`config.mk`:
```
export PLATFORM = sky130hd
export DESIGN_NAME = bitserial_mac_acc
export DESIGN_NICKNAME = d
export VERILOG_FILES = /design/src/rtl/bitserial_mac_acc.sv
export SDC_FILE = /design/constraint.sdc
export NUM_CORES = 1
export LEC_CHECK = 0
export CORE_ASPECT_RATIO = 0.75
export CORE_MARGIN = 3
export CORE_UTILIZATION = 35
export CTS_CLUSTER_SIZE = 30
export DETAILED_ROUTE_END_ITERATION = 10
export GPL_ROUTABILITY_DRIVEN = 1
export PLACE_DENSITY = 0.73
export SLEW_MARGIN = 20
export SYNTH_ARGS = -nofsm -noshare
export SYNTH_HDL_FRONTEND = slang
export SYNTH_SLANG_ARGS = --single-unit
```
`constraint.sdc`:
```
create_clock -name clk -period 7.5 [get_ports clk]
set_input_delay 1.875 -clock clk [delete_from_list [all_inputs] [get_ports clk]]
set_output_delay 1.875 -clock clk [all_outputs]
set_load 0.01 [all_outputs]
```
`src/rtl/bitserial_mac_acc.sv`:
```
// bitserial_mac_acc
//   Receive-side datapath of a bit-serial weighted-sum interface. A frame is
//   BEATS consecutive input_valid cycles. Each beat carries N_IN unsigned
//   partial products, with the MSB weight first. The lanes are summed every
//   beat (stage 1), and the beat sums are shift-accumulated (stage 2). The
//   frame's weighted sum is then presented on Output for one cycle,
//   qualified by out_valid.
//
//   Optional feature macro: BSMAC_FRAME_ERR_EN
//     When defined, adds output frame_err. It is a one-cycle pulse raised on
//     the edge that detects an aborted frame (input_valid dropped mid-frame).
//
// Ports
//   clk             in   1      rising-edge clock
//   rst             in   1      asynchronous active-high reset
//   input_valid     in   1      beat qualifier
//   Input_1..32     in   4 ea   unsigned lane partial products
//   frame_err       out  1      abort pulse (BSMAC_FRAME_ERR_EN only)
//   out_valid       out  1      one-cycle result strobe
//   Output          out  13     weighted sum, 0 whenever out_valid=0
module bitserial_mac_acc (
    input  logic        clk,
    input  logic        rst,
    input  logic        input_valid,
    input  logic [3:0]  Input_1,
    input  logic [3:0]  Input_2,
    input  logic [3:0]  Input_3,
    input  logic [3:0]  Input_4,
    input  logic [3:0]  Input_5,
    input  logic [3:0]  Input_6,
    input  logic [3:0]  Input_7,
    input  logic [3:0]  Input_8,
    input  logic [3:0]  Input_9,
    input  logic [3:0]  Input_10,
    input  logic [3:0]  Input_11,
    input  logic [3:0]  Input_12,
    input  logic [3:0]  Input_13,
    input  logic [3:0]  Input_14,
    input  logic [3:0]  Input_15,
    input  logic [3:0]  Input_16,
    input  logic [3:0]  Input_17,
    input  logic [3:0]  Input_18,
    input  logic [3:0]  Input_19,
    input  logic [3:0]  Input_20,
    input  logic [3:0]  Input_21,
    input  logic [3:0]  Input_22,
    input  logic [3:0]  Input_23,
    input  logic [3:0]  Input_24,
    input  logic [3:0]  Input_25,
    input  logic [3:0]  Input_26,
    input  logic [3:0]  Input_27,
    input  logic [3:0]  Input_28,
    input  logic [3:0]  Input_29,
    input  logic [3:0]  Input_30,
    input  logic [3:0]  Input_31,
    input  logic [3:0]  Input_32,
`ifdef BSMAC_FRAME_ERR_EN
    output logic        frame_err,
`endif
    output logic        out_valid,
    output logic [12:0] Output
);

    localparam int unsigned N_IN  = 32;
    localparam int unsigned IN_W  = 4;
    localparam int unsigned BEATS = 4;
    // OUT_W covers N_IN*(2^IN_W-1)*(2^BEATS-1) = 7200, so the accumulator cannot overflow
    localparam int unsigned OUT_W = 13;
    localparam int unsigned COL_W = 9;   // holds N_IN*(2^IN_W-1) = 480
    localparam int unsigned CNT_W = $clog2(BEATS);

    typedef enum logic {
        IDLE = 1'b0,
        RECV = 1'b1
    } state_t;

    state_t             state_q, state_d;
    logic [CNT_W-1:0]   beat_cnt_q, beat_cnt_d;
    logic [COL_W-1:0]   col_sum_q, col_sum_d;
    logic               s1_vld_q, s1_vld_d;
    logic               s1_first_q, s1_first_d;
    logic               s1_last_q, s1_last_d;
    logic [OUT_W-1:0]   acc_q, acc_d;
    logic               out_valid_q, out_valid_d;
    logic [OUT_W-1:0]   out_data_q, out_data_d;

    logic [IN_W-1:0]    lane_c [N_IN];
    logic [COL_W-1:0]   lane_sum_c;

    // Gather the individually named lane ports into an array
    assign lane_c[0]  = Input_1;
    assign lane_c[1]  = Input_2;
    assign lane_c[2]  = Input_3;
    assign lane_c[3]  = Input_4;
    assign lane_c[4]  = Input_5;
    assign lane_c[5]  = Input_6;
    assign lane_c[6]  = Input_7;
    assign lane_c[7]  = Input_8;
    assign lane_c[8]  = Input_9;
    assign lane_c[9]  = Input_10;
    assign lane_c[10] = Input_11;
    assign lane_c[11] = Input_12;
    assign lane_c[12] = Input_13;
    assign lane_c[13] = Input_14;
    assign lane_c[14] = Input_15;
    assign lane_c[15] = Input_16;
    assign lane_c[16] = Input_17;
    assign lane_c[17] = Input_18;
    assign lane_c[18] = Input_19;
    assign lane_c[19] = Input_20;
    assign lane_c[20] = Input_21;
    assign lane_c[21] = Input_22;
    assign lane_c[22] = Input_23;
    assign lane_c[23] = Input_24;
    assign lane_c[24] = Input_25;
    assign lane_c[25] = Input_26;
    assign lane_c[26] = Input_27;
    assign lane_c[27] = Input_28;
    assign lane_c[28] = Input_29;
    assign lane_c[29] = Input_30;
    assign lane_c[30] = Input_31;
    assign lane_c[31] = Input_32;

    // Column sum of all lanes for the current beat
    always_comb begin
        lane_sum_c = '0;
        for (int k = 0; k < N_IN; k++) begin
            lane_sum_c = lane_sum_c + COL_W'(lane_c[k]);
        end
    end

    // Beat tracking: IDLE means beat_cnt==0; dropping input_valid in RECV aborts the frame
    always_comb begin
        state_d    = state_q;
        beat_cnt_d = beat_cnt_q;
        unique case (state_q)
            IDLE: begin
                if (input_valid) begin
                    beat_cnt_d = CNT_W'(1);
                    state_d    = RECV;
                end
            end
            RECV: begin
                if (!input_valid) begin
                    beat_cnt_d = '0;
                    state_d    = IDLE;
                end else if (beat_cnt_q == CNT_W'(BEATS - 1)) begin
                    beat_cnt_d = '0;
                    state_d    = IDLE;
                end else begin
                    beat_cnt_d = beat_cnt_q + CNT_W'(1);
                end
            end
            default: begin
                beat_cnt_d = '0;
                state_d    = IDLE;
            end
        endcase
    end

    // Stage 1 captures the lanes only on valid beats, so idle-cycle X never enters the pipe
    always_comb begin
        s1_vld_d   = input_valid;
        col_sum_d  = col_sum_q;
        s1_first_d = s1_first_q;
        s1_last_d  = s1_last_q;
        if (input_valid) begin
            col_sum_d  = lane_sum_c;
            s1_first_d = (beat_cnt_q == '0);
            s1_last_d  = (beat_cnt_q == CNT_W'(BEATS - 1));
        end
    end

    // Stage 2 shift-accumulates; the result register takes the final acc value directly
    always_comb begin
        acc_d       = acc_q;
        out_valid_d = 1'b0;
        out_data_d  = '0;
        if (s1_vld_q) begin
            acc_d = (s1_first_q ? OUT_W'(0) : (acc_q << 1)) + OUT_W'(col_sum_q);
        end
        if (s1_vld_q && s1_last_q) begin
            out_valid_d = 1'b1;
            out_data_d  = acc_d;
        end
    end

    // State and pipeline registers
    always_ff @(posedge clk or posedge rst) begin
        if (rst) begin
            state_q     <= IDLE;
            beat_cnt_q  <= '0;
            col_sum_q   <= '0;
            s1_vld_q    <= 1'b0;
            s1_first_q  <= 1'b0;
            s1_last_q   <= 1'b0;
            acc_q       <= '0;
            out_valid_q <= 1'b0;
            out_data_q  <= '0;
        end else begin
            state_q     <= state_d;
            beat_cnt_q  <= beat_cnt_d;
            col_sum_q   <= col_sum_d;
            s1_vld_q    <= s1_vld_d;
            s1_first_q  <= s1_first_d;
            s1_last_q   <= s1_last_d;
            acc_q       <= acc_d;
            out_valid_q <= out_valid_d;
            out_data_q  <= out_data_d;
        end
    end

    assign out_valid = out_valid_q;
    assign Output    = out_data_q;

`ifdef BSMAC_FRAME_ERR_EN
    logic frame_err_q, frame_err_d;

    // One-cycle pulse when a frame is cut short
    always_comb begin
        frame_err_d = (state_q == RECV) && !input_valid;
    end

    always_ff @(posedge clk or posedge rst) begin
        if (rst) begin
            frame_err_q <= 1'b0;
        end else begin
            frame_err_q <= frame_err_d;
        end
    end

    assign frame_err = frame_err_q;
`endif

endmodule

```
* After elaboration in Yosys (flattened, before gate mapping)
Index checks and enable logic that the tools add are counted.
W data, S select, Z words.
** Storage, ports and cells
- Bits in registers :: 42
- Input port bits :: 131
- Output and inout port bits :: 14
- Word-level logic and storage cells :: 59
** Cells by class
- Add/sub/neg operators :: 33
- Eq/ne operators :: 2
- Multiplexer cells :: 12
- Bitwise gates (word level) :: 1
- Reductions and logical operators :: 2
** Operator list (number)
- $add A9 B4 Y9 :: 26
- $mux W13 :: 3
- $add A13 B9 Y13 :: 1
- $add A8 B4 Y9 :: 1
- $add A7 B4 Y8 :: 1
- $add A6 B4 Y7 :: 1
- $add A5 B4 Y6 :: 1
- $mux W2 :: 3
- $add A4 B4 Y5 :: 1
- $mux W1 :: 4
- $pmux W2 S2 :: 1
- $add A2 B1 Y2 const B :: 1
- $eq A2 B2 Y1 const B :: 1
- $logic_not A2 Y1 :: 1
- $ne A2 B2 Y1 const B :: 1
- $pmux W1 S2 :: 1
- $logic_and A1 B1 Y1 :: 1
- $not A1 Y1 :: 1

* Longest topological paths before layout
Gate-level depths: netlist (run 1).
- Depth after elaboration :: 31
- Depth in mapped cells :: 23
- Mapped depth without buffers :: 23

* Least setup slack after synthesis (run 1)
Ideal clock, no wire load.
- Path type :: input -> register
- From :: in Input_20[3]
- To :: reg col_sum_q[8]
- Setup time :: 136 ps
- Arrival time :: 7421 ps
- Data required time :: 7364 ps
- Path slack :: -57 ps
- Cell stages on the path :: 20
- Buffers on the path :: 0
- Cell sequence :: inv_1 -> fa_1 -> inv_1 -> fa_1 -> inv_1 -> fa_1 -> inv_1 -> fa_1 -> inv_1 -> fa_1 -> fa_1 -> fa_1 -> fa_1 -> inv_1 -> fa_1 -> a21o_1 -> a31o_2 -> a21oi_1 -> xnor2_1 -> a21oi_1
** Between the ends
- Longest elaborated chain between the ends :: 13
** RTL lines
- from (decl) :: line 44 : input logic [3:0] Input_20,
- $add A9 B4 Y9 (13 in a row) :: line 128 : lane_sum_c = lane_sum_c + COL_W'(lane_c[k]);
- to (signal assigned) :: line 203 : col_sum_q <= col_sum_d;
- to (decl) :: line 79 : logic [COL_W-1:0] col_sum_q, col_sum_d;
No other way between the ends.
A chain may end at the register's enable or synchronous reset.

* Final worst setup path (run 1)
- From :: in Input_15[3]
- To :: reg col_sum_q[8]
** Between the ends
- Longest elaborated chain between the ends :: 18
** RTL lines
- from (decl) :: line 39 : input logic [3:0] Input_15,
- $add A9 B4 Y9 (18 in a row) :: line 128
No other way between the ends.

==> results of run 1 <==
timing repair:
action / 4_1_cts / 5_1_grt
setup endpoints to repair: 4 / 4
gates resized for setup: 133 / 74
pin swaps: 78 / 67
gates cloned: 0 / 0
buffers inserted: 0 / 1
endpoints found under the hold margin: 0 / 0
critical path: stages:
cell             delay (ps)
clkdlybuf4s50_1         410
fa_1                    490
inv_1                    50
fa_1                    500
fa_1                    430
fa_1                    510
fa_1                    570
fa_1                    430
fa_1                    490
fa_1                    560
inv_2                    60
fa_2                    390
a21o_1                  180
a31o_2                  240
a21oi_2                 140
xnor2_1                 130
a21oi_1                  80
cells in the mapped netlist (6+ instances only):
| master | n |
|---|---|
| a21o_1 | 9 |
| a21oi_1 | 13 |
| and2_1 | 6 |
| clkbuf_1 | 6 |
| dfrtp_1 | 41 |
| fa_1 | 124 |
| ha_1 | 34 |
| inv_1 | 158 |
| mux2_2 | 17 |
| nor2_1 | 9 |
| nor2b_1 | 9 |
| xnor2_1 | 12 |
cells by family (layout without fill, tap and decap cells):
family          after synthesis  count (layout)  synth area share
simple gates                 42              42            0.0427
xor+xnor                     14              14            0.0226
flops                        41              41             0.189
fa+ha+maj                   158             158             0.536
buf+inv                     166             320             0.115
mux                          17              17            0.0353
compound gates               45              45            0.0590
layer usage:
| metal | vias to the layer above | share of wire |
|---|---|---|
| li1 | 1727 | - |
| met1 | 1842 | 0.43 |
| met2 | 82 | 0.52 |
| met3 | 12 | 0.047 |
| met4 | 0 | 0.011 |
| met5 | - | 0 |
state kept, by name (all words and copies together), names as in the netlist:
name        cells
col_sum_q       9
s1_last_q       1
Output         13
s1_first_q      1
out_valid       1
acc_q          12
beat_cnt_q      2
s1_vld_q        1
state_q         1
layout make-up:
| cell class | count | area, µm² |
|---|---|---|
| inverters | 158 | 593 |
| flip-flops and latches | 41 | 1030 |
| fillers | 1341 | 7460 |
| well taps | 200 | 250 |
| clock buffers | 7 | 153 |
| clock inverters | 1 | 5.00 |
| repair buffers | 154 | 1450 |
| multi-input cells | 276 | 3900 |
metrics by stage:
step	TNS, ps	util
after detailed placement	-2610	0.482
after global routing	-128	0.497
final	0	0.497
after global placement	-2020	0.482
after floorplan	0	-
after CTS	0	0.493
worst max path at each step:
stage,startpoint,endpoint,slack [ps],cells after the start
after global routing,Input_15[3],col_sum_q[8],-130,17
after global placement,Input_20[3],col_sum_q[8],-580,21
final,Input_15[3],col_sum_q[8],90,17
after CTS,Input_20[2],col_sum_q[8],1,18
after detailed placement,Input_23[2],col_sum_q[8],-710,19
after floorplan,Input_20[3],col_sum_q[8],40,20
layout by cell type, fill, tap and decap left out, types with 2 or more instances in the layout:
master,Yosys,final
a211oi_1,2,2
a21o_1,9,9
a21oi_1,13,11
a21oi_2,0,2
a31oi_1,2,2
and2_1,6,6
and3_1,4,4
buf_4,0,10
buf_6,0,2
clkbuf_16,0,5
clkbuf_2,0,11
clkbuf_8,0,2
clkdlybuf4s15_1,0,7
clkdlybuf4s50_1,0,50
dfrtp_1,41,41
dlygate4sd2_1,0,54
dlymetal6s2s_1,0,20
fa_1,124,95
fa_2,0,29
ha_1,34,31
ha_4,0,3
inv_1,158,116
inv_2,0,42
mux2_2,17,16
nand2_1,5,5
nand4_1,4,4
nor2_1,9,9
nor2b_1,9,9
o211ai_1,2,2
o21ai_0,2,2
o21ai_1,2,2
xnor2_1,12,12
xor2_1,2,2
==> flow_summary_export.csv, run 1 <==
group,metric,value,unit
final_layout,final-instance-count-excl-fill,837,
global_routing,grt_pass1_vias,4311,
die,core_area,0.0148,mm²
clocking,clk_pin_slew_worst_paths,60,ps
worst_setup_path,r2r_cells,8,
logic_synthesis,synth-seq-cells,41,
place,pre_cts_ws,-711,ps
timing,drv_slew,0,
place,io_buffer_count,144,
logic_synthesis,synth_top_area_frac,0.458,
routing,dr.pass1.iters,5,
timing,setup_violations,0,
logic_synthesis,synth_edf_count,0,
final_layout,nNetsFinal,925,
die,die_w,150,µm
die,rows,38,
place,dp.cells,828,
die,boundaryPins,145,
hold_path,min_path_cells,1,
place,place_area,0.00715,mm²
logic_synthesis,synth_ff_type,"dfrtp_1",
global_routing,grt_pass1_wl,20300,µm
hold_path,worstHoldStart,"state_q",
logic_synthesis,yosysWarnings,0,
worst_setup_path,r2r-end,"acc_q[9]",
timing,hold_viol,0,
logic_synthesis,ys_seq_area_frac,0.189,
global_routing,met1_usage,0.196,
flow_run,drv_cap,0,
worst_setup_path,cp-end-kind,"flip-flop",
routing,viasPerCell,4.38,
final_layout,diodes,0,
timing,final.setup_skew,4.93,ps
logic_synthesis,syn-num-nets,772,
worst_setup_path,rrSetupSlack,4790,ps
logic_synthesis,syn-instance-count,483,
clocking,numCtsBuffers,5,
routing,wl,11800,µm
routing,wl_per_cell,14.1,µm
worst_setup_path,crit_arrival,7550,ps
final_layout,drive_above_1_share,0.206,
routing,ant_nets,0,
worst_setup_path,critical_path_peak_fanout,2,
clocking,clock_path_buffers,2,
clocking,holdBufCountCts,0,
timing,period_minus_slack,7410,ps
routing,drt_iter0_markers,112,
worst_setup_path,required,7630,ps
place,gp_congestion,0.816,
place,place_hpwl,10700,µm
clocking,cts_htree_levels,2,
routing,drc,0,
logic_synthesis,yosysTopAreaCell,"fa_1",
timing,fin_ws,87.8,ps
hold_path,hold_class,"reg -> reg",
worst_setup_path,worstSetupStartpointType,"primary input",
logic_synthesis,ys_async_sr_fraction,1.00,
die,dieArea,0.0170,mm²
global_routing,antenna_found_initial,0,
timing,maxSlewHeadroom,0.493,
timing,worst_slew_pin_slew,758,ps
global_routing,grt_use_met3,0.0210,
worst_setup_path,crit_type,"in -> reg",
final_layout,post-route-cell-area,0.00737,mm²
logic_synthesis,synth_area,0.00543,mm²
timing,fin_worst_hold_slack,496,ps
outcome,status,"completed",
clocking,cts.sinks,41,
global_routing,grt_use_met2,0.266,
routing,vias,3663,
timing,fmaxAchievable,0.135,GHz
clocking,cts_root_buf,"clkbuf_16",
global_routing,overflow,0,
timing,rsz0062_at_grt,"true",
clocking,clock_latency,280,ps
final_layout,syn2layout_area_growth,35.9,%
die,initial_core_util,0.366,
worst_setup_path,rr_startpoint,"s1_first_q",
global_routing,grt_max_degree,42,
global_routing,grtUsageTotal,0.148,
timing,fin_crit_sh,0.988,
logic_synthesis,ys_types,40,
logic_synthesis,synthTopCellsByArea,"fa_1 46%, dfrtp_1 19%, inv_1 11%",
die,die_y,114,µm
hold_path,hold_end,"beat_cnt_q[1]",
global_routing,busiest_layer,"met2",
clocking,cts_tree,"yes",
logic_synthesis,syn_area_per_cell,11.2,µm²
Power of run 1 is not shown: default switching activity piles up to over one toggle a cycle in this logic, so the estimate is an artifact.
==> run 2: changes to the inputs <==
--- a/config.mk
+++ b/config.mk
@@ -5,6 +5,7 @@
 export SDC_FILE = /design/constraint.sdc
 export NUM_CORES = 1
 export LEC_CHECK = 0
+export ABC_CLOCK_PERIOD_IN_PS = 7500
 export CORE_ASPECT_RATIO = 0.75
 export CORE_MARGIN = 3
 export CORE_UTILIZATION = 35
==> results of run 2 <==
The final DEF is identical to that of run 1; final timing and power are the same.
Power of run 2 is left out for the same reason.
==> run 3: changes to the inputs <==
--- a/config.mk
+++ b/config.mk
@@ -8,11 +8,11 @@
 export ABC_CLOCK_PERIOD_IN_PS = 7500
 export CORE_ASPECT_RATIO = 0.75
 export CORE_MARGIN = 3
-export CORE_UTILIZATION = 35
+export CORE_UTILIZATION = 45
 export CTS_CLUSTER_SIZE = 30
 export DETAILED_ROUTE_END_ITERATION = 10
 export GPL_ROUTABILITY_DRIVEN = 1
-export PLACE_DENSITY = 0.73
+export PLACE_DENSITY = 0.87
 export SLEW_MARGIN = 20
 export SYNTH_ARGS = -nofsm -noshare
 export SYNTH_HDL_FRONTEND = slang
==> run 3 against run 2 <==
Register-to-register slack gained 40 ps. Via count grew 1.2%. Die area shrank 21%. Worst setup slack lost 24 ps. Utilization grew 13 points. Sequential share of layout area is essentially flat. Routed wire length grew 1.2%. Highest routed layer is now met5.
==> flow_summary_export.csv, run 3 (same netlist as run 1, synthesis figures left out) <==
group,metric,value,unit
outcome,status,"completed",
global_routing,grt_pass1_wl,20800,µm
routing,ant_nets,0,
final_layout,largest_register_ffs,13,
flow_run,drv_cap,0,
clocking,cts_htree_levels,2,
global_routing,grt_pass1_vias,4352,
routing,viasPerCell,4.64,
die,die_w,133,µm
timing,drv_slew,0,
worst_setup_path,rrSetupSlack,4830,ps
final_layout,nNetsFinal,926,
routing,dr.max_layer_used,"met5",
global_routing,overflow,0,
routing,drt_iter0_markers,127,
hold_path,hold_class,"reg -> reg",
timing,worst_slew_pin_slew,757,ps
worst_setup_path,critical_path_buf_inv_count,3,
worst_setup_path,critical_path_peak_fanout,2,
final_layout,mostFrequentLayoutCell,"inv_1",
global_routing,grtUsageTotal,0.191,
worst_setup_path,critPathSlowestCell,"fa_2",
final_layout,syn2layout_area_growth,35.9,%
routing,vias,3708,
timing,setup_violations,0,
clocking,clock_path_buffers,2,
place,dp.cells,790,
worst_setup_path,required,7630,ps
hold_path,worstHoldStart,"acc_q[7]",
worst_setup_path,path_cells,"dlygate4sd2_1 -> fa_2 -> inv_2 -> fa_2 -> fa_1 -> fa_1 -> fa_1 -> fa_1 -> fa_1 -> inv_1 -> fa_1 -> ha_4 -> fa_2 -> a21o_1 -> a31o_2 -> a21oi_2 -> xnor2_1 -> a21oi_1",
clocking,cts.sinks,41,
die,dieArea,0.0134,mm²
routing,met1_length,5040,µm
clocking,numCtsBuffers,5,
final_layout,diodes,0,
worst_setup_path,crit_top_cell,"fa_1",
worst_setup_path,crit_arrival,7570,ps
clocking,holdBufCountCts,0,
timing,rsz0062_at_grt,"true",
die,rows,34,
clocking,cts_tree,"yes",
final_layout,drive_above_1_share,0.176,
worst_setup_path,r2r-end,"acc_q[11]",
place,pre_cts_ws,-616,ps
timing,final.setup_skew,7.44,ps
final_layout,fin_util,0.630,
die,initial_core_util,0.464,
timing,fmaxAchievable,0.134,GHz
global_routing,grt_max_degree,42,
worst_setup_path,crit_type,"in -> reg",
clocking,clk_pin_slew_worst_paths,60,ps
routing,wl_per_cell,14.9,µm
worst_setup_path,r2r_cells,8,
worst_setup_path,critPathMaxStageDelay,590,ps
final_layout,most-common-layout-cells,"123 x inv_1, 97 x fa_1, 60 x dlygate4sd2_1",
timing,hold_viol,0,
worst_setup_path,cp-end-kind,"flip-flop",
worst_setup_path,cp.depth,18,
worst_setup_path,worstSetupStartpointType,"primary input",
hold_path,hold_end,"acc_q[7]",
routing,route.met3.wl,401,µm
worst_setup_path,crit_family,"adder cells",
place,gp_congestion,0.839,
timing,fin_crit_sh,0.991,
timing,fin_worst_hold_slack,502,ps
routing,dr.pass1.iters,4,
hold_path,min_path_cells,1,
clocking,clock_latency,280,ps
routing,wl_met2,6360,µm
global_routing,antenna_found_initial,1,
timing,period_minus_slack,7440,ps
timing,fin_ws,63.9,ps
routing,drc,0,
place,place_hpwl,10500,µm
routing,wl,11900,µm
place,io_buffer_count,144,
die,core_area,0.0117,mm²
clocking,cts_root_buf,"clkbuf_16",
timing,maxSlewHeadroom,0.493,
die,boundaryPins,145,
die,die_y,101,µm
worst_setup_path,rr_startpoint,"s1_first_q",
final_layout,final-instance-count-excl-fill,800,
[run 3: cell types whose count changed in the layout (fill, tap and decap cells not counted), moves of 2 or more]
cell             before  now
clkbuf_2             11    2
clkbuf_8              2    0
inv_2                42   35
dlymetal6s2s_1       20   26
fa_1                 95   97
dlygate4sd2_1        54   60
fa_2                 29   27
inv_1               116  123
clkdlybuf4s15_1       7    4
[run 3: metal layers]
layer,global-route usage,up-vias
met3,0.0299,12
li1,-,1731
met2,0.346,81
met1,0.255,1882
met4,0.0208,2
met5,0,-
[run 3: how the worst max path moves through the flow]
stage                           start      endpoint  slack (ps)
after CTS                  Input_7[3]  col_sum_q[8]           2
final                     Input_23[2]  col_sum_q[8]          60
after detailed placement  Input_20[3]  col_sum_q[8]        -620
after floorplan           Input_20[3]  col_sum_q[8]          40
after global routing      Input_20[3]  col_sum_q[8]         -60
after global placement    Input_20[3]  col_sum_q[8]        -560
[run 3: final cells by class]
class                      instances  area (µm²)
tap                              162         203
clock inverter                     3        46.3
multi-input combinational        276        3880
fill                             869        4320
clock buffer                       5         125
timing repair buffer             155        1510
sequential                        41        1030
inverter                         158         593
[run 3: stage by stage]
| stage | area, µm² | TNS (ps) |
|---|---|---|
| 6_report | 7370 | 0 |
| 5_1_grt | 7370 | -63.7 |
| 4_1_cts | 7270 | 0 |
| 3_5_place_dp | 7100 | -2170 |
| 3_3_place_gp | 7100 | -1920 |
| 2_1_floorplan | 5430 | 0 |
[run 3: repair_timing]
| item | 4_1_cts | 5_1_grt |
|---|---|---|
| pin swaps | 75 | 47 |
| resized for setup | 122 | 50 |
| buffers inserted | 0 | 2 |
| setup endpoints to repair | 4 | 4 |
Power of run 3 is left out for the same reason.
